<file path="src/rtl/keccak_byte_packer.sv">
// keccak_byte_packer
//   Packs a byte stream into 64-bit big-endian words for a Keccak core.
//   The first byte of a word lands in [63:56]. A message that ends exactly
//   on a word boundary is followed by one all-zero pad word with is_last=1
//   and byte_num=0.
//   Optional feature: define KECCAK_PACKER_LEN_EN to add the msg_len output,
//   a 32-bit wrapping count of accepted bytes.
module keccak_byte_packer (
  input  logic        clk,
  input  logic        reset,
  input  logic [7:0]  s_data,
  input  logic        s_valid,
  input  logic        s_last,
  output logic        s_ready,
  output logic [63:0] in,
  output logic        in_ready,
  output logic        is_last,
  output logic [2:0]  byte_num,
  input  logic        ack,
`ifdef KECCAK_PACKER_LEN_EN
  output logic        done,
  output logic [31:0] msg_len
`else
  output logic        done
`endif
);

  typedef enum logic [1:0] {
    ACCUM    = 2'd0,
    SEND     = 2'd1,
    SEND_PAD = 2'd2,
    DONE     = 2'd3
  } state_t;

  state_t      state;
  state_t      next_state;

  logic [2:0]  cnt;          // byte position inside the current word
  logic [63:0] word;         // word under construction / being offered
  logic        pad_pending;  // message ended on byte 7: a zero pad word follows
  logic        last_q;       // the word being offered is the final one
  logic [2:0]  num_q;        // valid byte count of the final word

  logic        byte_xfer;
  logic        word_xfer;
  logic        word_done;    // this byte completes the word in progress
  logic [5:0]  byte_lsb;     // bit offset of byte slot cnt, i.e. 8*(7-cnt)

  assign byte_xfer = s_valid && s_ready;
  assign word_xfer = ack && in_ready;
  assign word_done = s_last || (cnt == 3'd7);
  // 7-cnt equals ~cnt for a 3-bit counter.
  assign byte_lsb  = {~cnt, 3'b000};

  // State register; reset is asynchronous so in_ready drops without a clock.
  always_ff @(posedge clk or negedge reset) begin
    // NOTE: sequential state uses non-blocking (<=) so every flop samples
    // pre-edge values; blocking here would create order-dependent races.
    if (!reset) begin
      state <= ACCUM;
    end else begin
      state <= next_state;
    end
  end

  // Next-state decode and all handshake/word outputs.
  always_comb begin
    // NOTE: every output gets a default first so no path through the case
    // leaves a signal unassigned, which would infer a latch.
    next_state = state;
    s_ready    = 1'b0;
    in_ready   = 1'b0;
    done       = 1'b0;
    in         = word;
    is_last    = 1'b0;
    byte_num   = 3'd0;
    unique case (state)
      ACCUM: begin
        s_ready = 1'b1;
        if (s_valid && word_done) begin
          next_state = SEND;
        end
      end
      SEND: begin
        in_ready = 1'b1;
        is_last  = last_q;
        byte_num = num_q;
        if (ack) begin
          if (last_q) begin
            next_state = DONE;
          end else if (pad_pending) begin
            next_state = SEND_PAD;
          end else begin
            next_state = ACCUM;
          end
        end
      end
      SEND_PAD: begin
        in_ready = 1'b1;
        in       = 64'd0;
        is_last  = 1'b1;
        byte_num = 3'd0;
        if (ack) begin
          next_state = DONE;
        end
      end
      DONE: begin
        done = 1'b1;
      end
      default: begin
        next_state = ACCUM;
      end
    endcase
  end

  // Word assembly, position counter and end-of-message bookkeeping.
  always_ff @(posedge clk or negedge reset) begin
    if (!reset) begin
      word        <= 64'd0;
      cnt         <= 3'd0;
      pad_pending <= 1'b0;
      last_q      <= 1'b0;
      num_q       <= 3'd0;
    end else if (byte_xfer) begin
      word[byte_lsb +: 8] <= s_data;
      if (s_last) begin
        if (cnt == 3'd7) begin
          // Full final word: offer it as non-final, then the zero pad word.
          pad_pending <= 1'b1;
          last_q      <= 1'b0;
          num_q       <= 3'd0;
        end else begin
          // Unused bytes are already zero because the word starts cleared.
          last_q <= 1'b1;
          num_q  <= cnt + 3'd1;
        end
      end else if (cnt != 3'd7) begin
        cnt <= cnt + 3'd1;
      end
    end else if (word_xfer && (state == SEND) && !last_q && !pad_pending) begin
      // Mid-message word consumed: start the next word from a clean slate.
      word <= 64'd0;
      cnt  <= 3'd0;
    end
  end

`ifdef KECCAK_PACKER_LEN_EN
  // Accepted-byte counter; byte transfers only happen in ACCUM, so it
  // freezes naturally once the message is done.
  always_ff @(posedge clk or negedge reset) begin
    if (!reset) begin
      msg_len <= 32'd0;
    end else if (byte_xfer) begin
      msg_len <= msg_len + 32'd1;
    end
  end
`endif

endmodule

</file>
<file path="config.mk">
export PLATFORM = sky130hd
export DESIGN_NAME = keccak_byte_packer
export DESIGN_NICKNAME = d
export VERILOG_FILES = /design/src/rtl/keccak_byte_packer.sv
export SDC_FILE = /design/constraint.sdc
export NUM_CORES = 1
export LEC_CHECK = 0
export BUFFER_PORTS_ARGS = -buffer_cell sky130_fd_sc_hd__buf_2
export CELL_PAD_IN_SITES_DETAIL_PLACEMENT = 1
export CELL_PAD_IN_SITES_GLOBAL_PLACEMENT = 1
export CORE_UTILIZATION = 28
export CTS_CLUSTER_SIZE = 24
export DETAILED_ROUTE_END_ITERATION = 8
export PLACE_DENSITY = 0.68
export SLEW_MARGIN = 20
export SYNTH_ARGS = -nofsm -noshare
export SYNTH_HDL_FRONTEND = slang
export SYNTH_SLANG_ARGS = --single-unit
</file>
<file path="constraint.sdc">
create_clock -name clk -period 3.1 [get_ports clk]
set_clock_uncertainty 0.2 [all_clocks]
set_input_delay 0.31 -clock clk [delete_from_list [all_inputs] [get_ports clk]]
set_output_delay 0.31 -clock clk [all_outputs]
set_load 0.02 [all_outputs]
</file>
==> results.md, run 1 <==
- Status: completed
- Num rows: 43
- Tmin final: 2.661 ns
- Largest fanout on the critical path: 12
- Final ANT Viol Nets: 0
- Sink Count: 74
- Residual DRC count: 0
- Root buffer cell: clkbuf_16
- Chip height: 122.3 um
- Pins over their slew limit: 0
- Reg2Reg Depth: 5
- Register area share after synthesis: 45.69%
- RSZ-0062 raised after global routing: no
- Core area: between 0.01 and 0.015 sq mm
- Post-synthesis compound-gate area fraction: a little over a tenth
- Die footprint: ~0.015 sq mm
- Yosys cell types: 38
- Syn_area_per_cell: 10.34 sq um
- H-tree levels: 3
- Post-DR wirelength/cell: 17.79 um
- Pwr dens: between 800 and 900 mW/mm^2
- Synthesized cell area: 0.004053 sq mm
- Most common cell after layout, fill and taps aside: buf_2
- Hold Vio Cnt, Final: 0
- Prevailing post-synth register cell: dfrtp_1
- Hold buffers post-CTS: 1
- Final Cycle Share: 85.84%
- Most frequent cells in the layout: buf_2, dfrtp_1, o21ai_0, nor2b_1, mux2i_1
- Synth Area in Simple Gates: around 18%
- Final WL: 11580 um
- Routability congestion estimate: just over 0.8
- Flop2flop setup slack: 0.44 ns
- Worst r2r dst: word[0]
- Max Cap Viol: 0
- Pleak: roughly 2.8 nW
- Worst slack, placed: 0.4376 ns
- Power Total: about 4 mW
- Layout overhead on the synthesized area: 20.69%
- Number of synthesized flops with an enable pin: 0
- Cell count after synthesis: 392
- Initial Util: roughly 29%
- First-pass GRT wire length: 18440 um
- TritonCTS clock tree: yes
- FF+latch area: 0.001852 sq mm
- Final Setup Violations: 0
- Initial antenna violation count: 0
- Reg2reg start: cnt[0]
- DRT iter0 DRCs: roughly 140
- Detail Placement HPWL: 8353 um
- Post-synthesis xor/xnor area fraction: 0%
- Final layout net count: 489
- Setup_tns: 0 ns
- Worst endpoint data arrival time: 2.70 ns
- Ys Warns: 0
- Worst vdd ir: 0.2860 mV
- Crit path capture: word[0]
- Chip width: between 100 and 150 um
- GRT Util Overall: 16.32%
- FF+latch count, synth: between 70 and 80
- Main combinational cell family by area after synthesis: simple AND/OR/NAND/NOR gates
- Clock transition at path regs: 0.06 ns
- # diodes: 0
- Multi-input gate area in the final layout: around 0.002 sq mm
- CP Capture Type: register
- Routed vias: between 3000 and 4000
- Max_slew headroom: 56.72%
- Asr flop ratio synth: between 90% and 100%
- Worst setup SP type: register
- Vias in the first global route: 3396
- Mux contribution to synthesized area: between 10% and 20%
- Crit path from: cnt[0]
- Worst-skew pair later-pin latency: 0.33 ns
- Syn_nets: ~420
- Ports: 84
- IO buf count: 83
- Post-Synth Adder-Cell Area: 3.087%
- Post-CTS Repair Setup Buffers: 0
- Setup WS post-layout: 0.4389 ns
- TritonCTS buffer count: 9
- CTS-repair resized insts: 0
- Critical path class: reg -> reg
- Clock buffer depth: 2
- Vias per Instance: 4.906
- Fill count: about 1600
- Share of cells above drive strength 1: 25.69%
- Gr ovfl total: 0
- DR pass1 iterations: 5
- Worst path required time: 3.14 ns
- Achievable frequency: 0.3758 GHz
- Worst Hold Class: in -> reg
- Slew @ Worst Pin: 0.6455 ns
- Largest net degree at the start of global routing: 40
area by class of cell:
type                       instances  share of cell area, %
clock buffer                      10                  4.682
clock inverter                     6                 0.8698
inverter                          12                 0.9210
multi-input combinational        275                  40.83
sequential                        74                  37.86
tap                              180                  4.605
timing repair buffer              94                  10.23
synthesized netlist by cell type, types with 3 or more instances:
cell / n / area (sq um)
inv_1: 12 / 45.04
mux2i_1: 65 / 650.6
and2_1: 3 / 18.77
a21oi_1: 3 / 15.01
ha_1: 10 / 125.1
o21ai_0: 67 / 335.3
buf_2: 6 / 30.03
nand2_1: 29 / 108.9
nand4b_1: 4 / 35.03
buf_4: 4 / 30.03
clkbuf_1: 18 / 67.56
dfrtp_1: 74 / 1852
nand4_4: 3 / 63.81
o2bb2ai_1: 3 / 26.28
nor2b_1: 65 / 406.6
logic make-up (layout without fill, tap and decap cells):
| family | Yosys count | in the layout |
|---|---|---|
| buf+inv | 43 | 122 |
| simple gates | 116 | 116 |
| mux | 68 | 68 |
| fa+ha+maj | 10 | 10 |
| compound gates | 81 | 81 |
| flops | 74 | 74 |
critical path: stages, from the launching register on:
cell and delay (ns):
dfrtp_1 0.60, inv_1 0.15, ha_1 0.40, and4b_1 0.30, nand4bb_1 0.53, mux2i_1 0.38
how the worst min path moves through the flow:
stage | endpoint | depth (start not counted) | from | slack [ns]
final | word[35] | 3 | s_data[3] | 0.12
after global routing | word[2] | 3 | s_data[2] | 0.12
after CTS | word[35] | 3 | s_data[3] | 0.11
after detailed placement | word[46] | 2 | reset | 0.21
after global placement | num_q[2] | 2 | reset | 0.19
after floorplan | cnt[0] | 0 | reset | -0.19
per-layer routing:
metal | wire (um) | track usage [%]
met5 | 0 | 0
met4 | 195 | 5.716
met3 | 465 | 2.788
met2 | 5715 | 27.39
met1 | 5204 | 21.08
power breakdown:
group          internal, mW  switching (mW)
clock network         0.543           0.421
registers              1.20           0.172
logic                 0.617            1.09
state kept, by name (all words and copies together), names as in the netlist:
| register | cells |
|---|---|
| num_q | 3 |
| state | 2 |
| pad_pending | 1 |
| word | 64 |
| last_q | 1 |
| cnt | 3 |
stage by stage:
step           hold slack, ns  cells  utilization, %  cell area [sq um]
2_1_floorplan         -0.1856    392               -               4053
3_3_place_gp           0.1909    634           32.95               4609
3_5_place_dp           0.2073    634           32.95               4609
4_1_cts                0.1123    651           34.96               4891
5_1_grt                0.1167    651           34.96               4891
6_report               0.1187    651           34.96               4891
(Power assumes the default switching activity.)
==> run 2, diff against run 1 <==
- clock period: 3.1 -> 2.8 ns (I/O delays scaled with it)
==> results.md, run 2 (synthesis gave the netlist of run 1 again) <==
- Status: completed
- Biggest regs: word: 64 flops, cnt: 3 flops, num_q: 3 flops
- Most frequent cells in the layout: buf_2, dfrtp_1, o21ai_0, nor2b_1, mux2i_1
- Worst setup SP type: register
- H-tree levels: 3
- Reg2Reg Depth: 4
- Num rows: 43
- Sw frac: 40.10%
- Fill count: around 1600
- Layout overhead on the synthesized area: 21.43%
- CP Capture Type: register
- # diodes: 0
- Vias per Instance: a little under 5
- Most used cell, CP: ha_1
- Finished Layout Cells: 648
- Worst path slowest cell: nand4b_1
- Sink Count: between 70 and 80
- Largest fanout on the critical path: 12
- Achievable frequency: 0.3867 GHz
- Worst-skew pair later-pin latency: 0.34 ns
- Pins over their slew limit: 0
- Slew @ Worst Pin: 0.9084 ns
- Flop2flop setup slack: 0.21 ns
- Tmin final: ~2.6 ns
- Critical path class: reg -> reg
- Multi-input gate area in the final layout: 0.002002 sq mm
- Top Family by Delay on Critical Path: adder cells
- Crit path capture: word[63]
- # placed instances: 632
- Max Cap Viol: 0
- Residual DRC count: 0
- Root buffer cell: clkbuf_16
- Part of the power in registers: about 34%
- Final Cycle Share: 92.36%
- CP Cell Sequence: ha_1 > ha_1 > nand4b_1 > mux2i_1
- Reg2reg start: cnt[0]
- Switching power total: around 1.8 mW
- Setup WS post-layout: 0.2139 ns
- Worst path required time: 2.84 ns
- Crit path from: cnt[0]
- GRT Util Overall: 16.89%
- Worst Hold Class: in -> reg
- Post-DR wirelength/cell: roughly 18 um
- Most flop-heavy register: word
- Max_slew headroom: 39.44%
- Final WL: 11670 um
- Gr ovfl total: 0
- Buf/Inv on CP: 0
- Worst r2r dst: word[63]
- Worst endpoint data arrival time: 2.63 ns
- Share of cells above drive strength 1: 25.21%
- Power Total: between 4 and 5 mW
- Clock share of power: 24.9%
- Crit path depth: 4
- Gate power share: 41.5%
- Ports: 84
- Chip width: 122.3 um
- Vias in the first global route: 3534
- Pleak: 2.831 nW
- Core area: around 0.014 sq mm
- TritonCTS buffer count: 9
- First-pass GRT wire length: 19120 um
- Worst vdd ir: about 0.31 mV
- Routability congestion estimate: 0.7754
- Clock buffer depth: 2
- Largest register FFs: 64
- DRT iter0 DRCs: 149
- Setup_tns: 0 ns
- Chip height: 122.3 um
- Final layout net count: 487
- Post-CTS Repair Setup Buffers: 0
- Crit-path max cell delay: roughly 0.63 ns
- Most common cell after layout, fill and taps aside: buf_2
- Final ANT Viol Nets: 0
- Initial antenna violation count: 0
- RSZ-0062 raised after global routing: no
- Worst slack, placed: around 0.17 ns
- Routed vias: 3193
- Die footprint: 0.01496 sq mm
- TritonCTS clock tree: yes
- Internal power: around 2.7 mW
- IO buf count: 83
- Pwr dens: between 900 and 1000 mW/mm^2
- Detail Placement HPWL: 8361 um
- FF+latch area: between 0.0015 and 0.002 sq mm
- Initial Util: 28.97%
- Largest net degree at the start of global routing: 47
- Hold Vio Cnt, Final: 0
- Final Setup Violations: 0
- Clock transition at path regs: 0.06 ns
- DR pass1 iterations: 6
[run 2: cell types whose count changed in the layout (fill, tap and decap cells not counted), sizes merged]
cell and change:
clkinv -1, clkbuf +2, bufinv +1, inv -1
buf -2, clkinvlp -2
[run 2: how the worst min path moves through the flow]
stage          cells after the start  slack [ns]      start  endpoint
2_1_floorplan                      0       -0.22      reset    cnt[0]
3_3_place_gp                       1        0.24      reset  word[47]
3_5_place_dp                       1        0.25      reset  word[16]
4_1_cts                            3        0.07  s_data[3]  word[51]
5_1_grt                            3        0.09  s_data[4]   word[4]
6_report                           3        0.07  s_data[3]  word[51]
[run 2: per-stage QoR]
step	hold WS (ns)	utilization (%)	instance area (sq um)
detailed placement	0.2524	33.02	4619
global route	0.08768	35.18	4921
global placement	0.2444	33.02	4619
finish	0.07397	35.18	4921
CTS	0.06820	35.14	4916
floorplan	-0.2156	-	4053
[run 2: area by class of cell]
cell class | instances | share of cell area (%)
sequential | 74 | 37.63
multi-input combinational | 275 | 40.68
clock buffer | 12 | 5.009
clock inverter | 3 | 0.8136
tap | 180 | 4.577
inverter | 12 | 0.9153
timing repair buffer | 92 | 10.37
[run 2: tightest hold or removal path, cell delays in order]
cell and delay, ns:
buf_2 0.14, nand2_1 0.09, mux2i_1 0.06
[run 2: repair_timing]
action,in CTS,in global routing
hold buffers,1,0
setup endpoints to repair,0,1
endpoints found under the hold margin,36,0
resized for setup,0,1
[run 2: per-layer routing]
layer | GRT usage, % | wire [um] | vias to the layer above
met4 | 7.241 | 229 | 0
met3 | 2.091 | 324 | 18
li1 | - | - | 1486
met1 | 21.84 | 5415 | 1621
met5 | 0 | 0 | -
met2 | 28.30 | 5696 | 68
[run 2: power by group through the flow]
stage	Clock [mW]	Sequential [mW]	Combinational, mW
5_1_grt	1.20	1.57	2.09
3_3_place_gp	0	1.53	1.84
4_1_cts	1.16	1.53	1.93
3_5_place_dp	0	1.54	1.92
2_1_floorplan	0	1.44	1.41
6_report	1.13	1.53	1.89
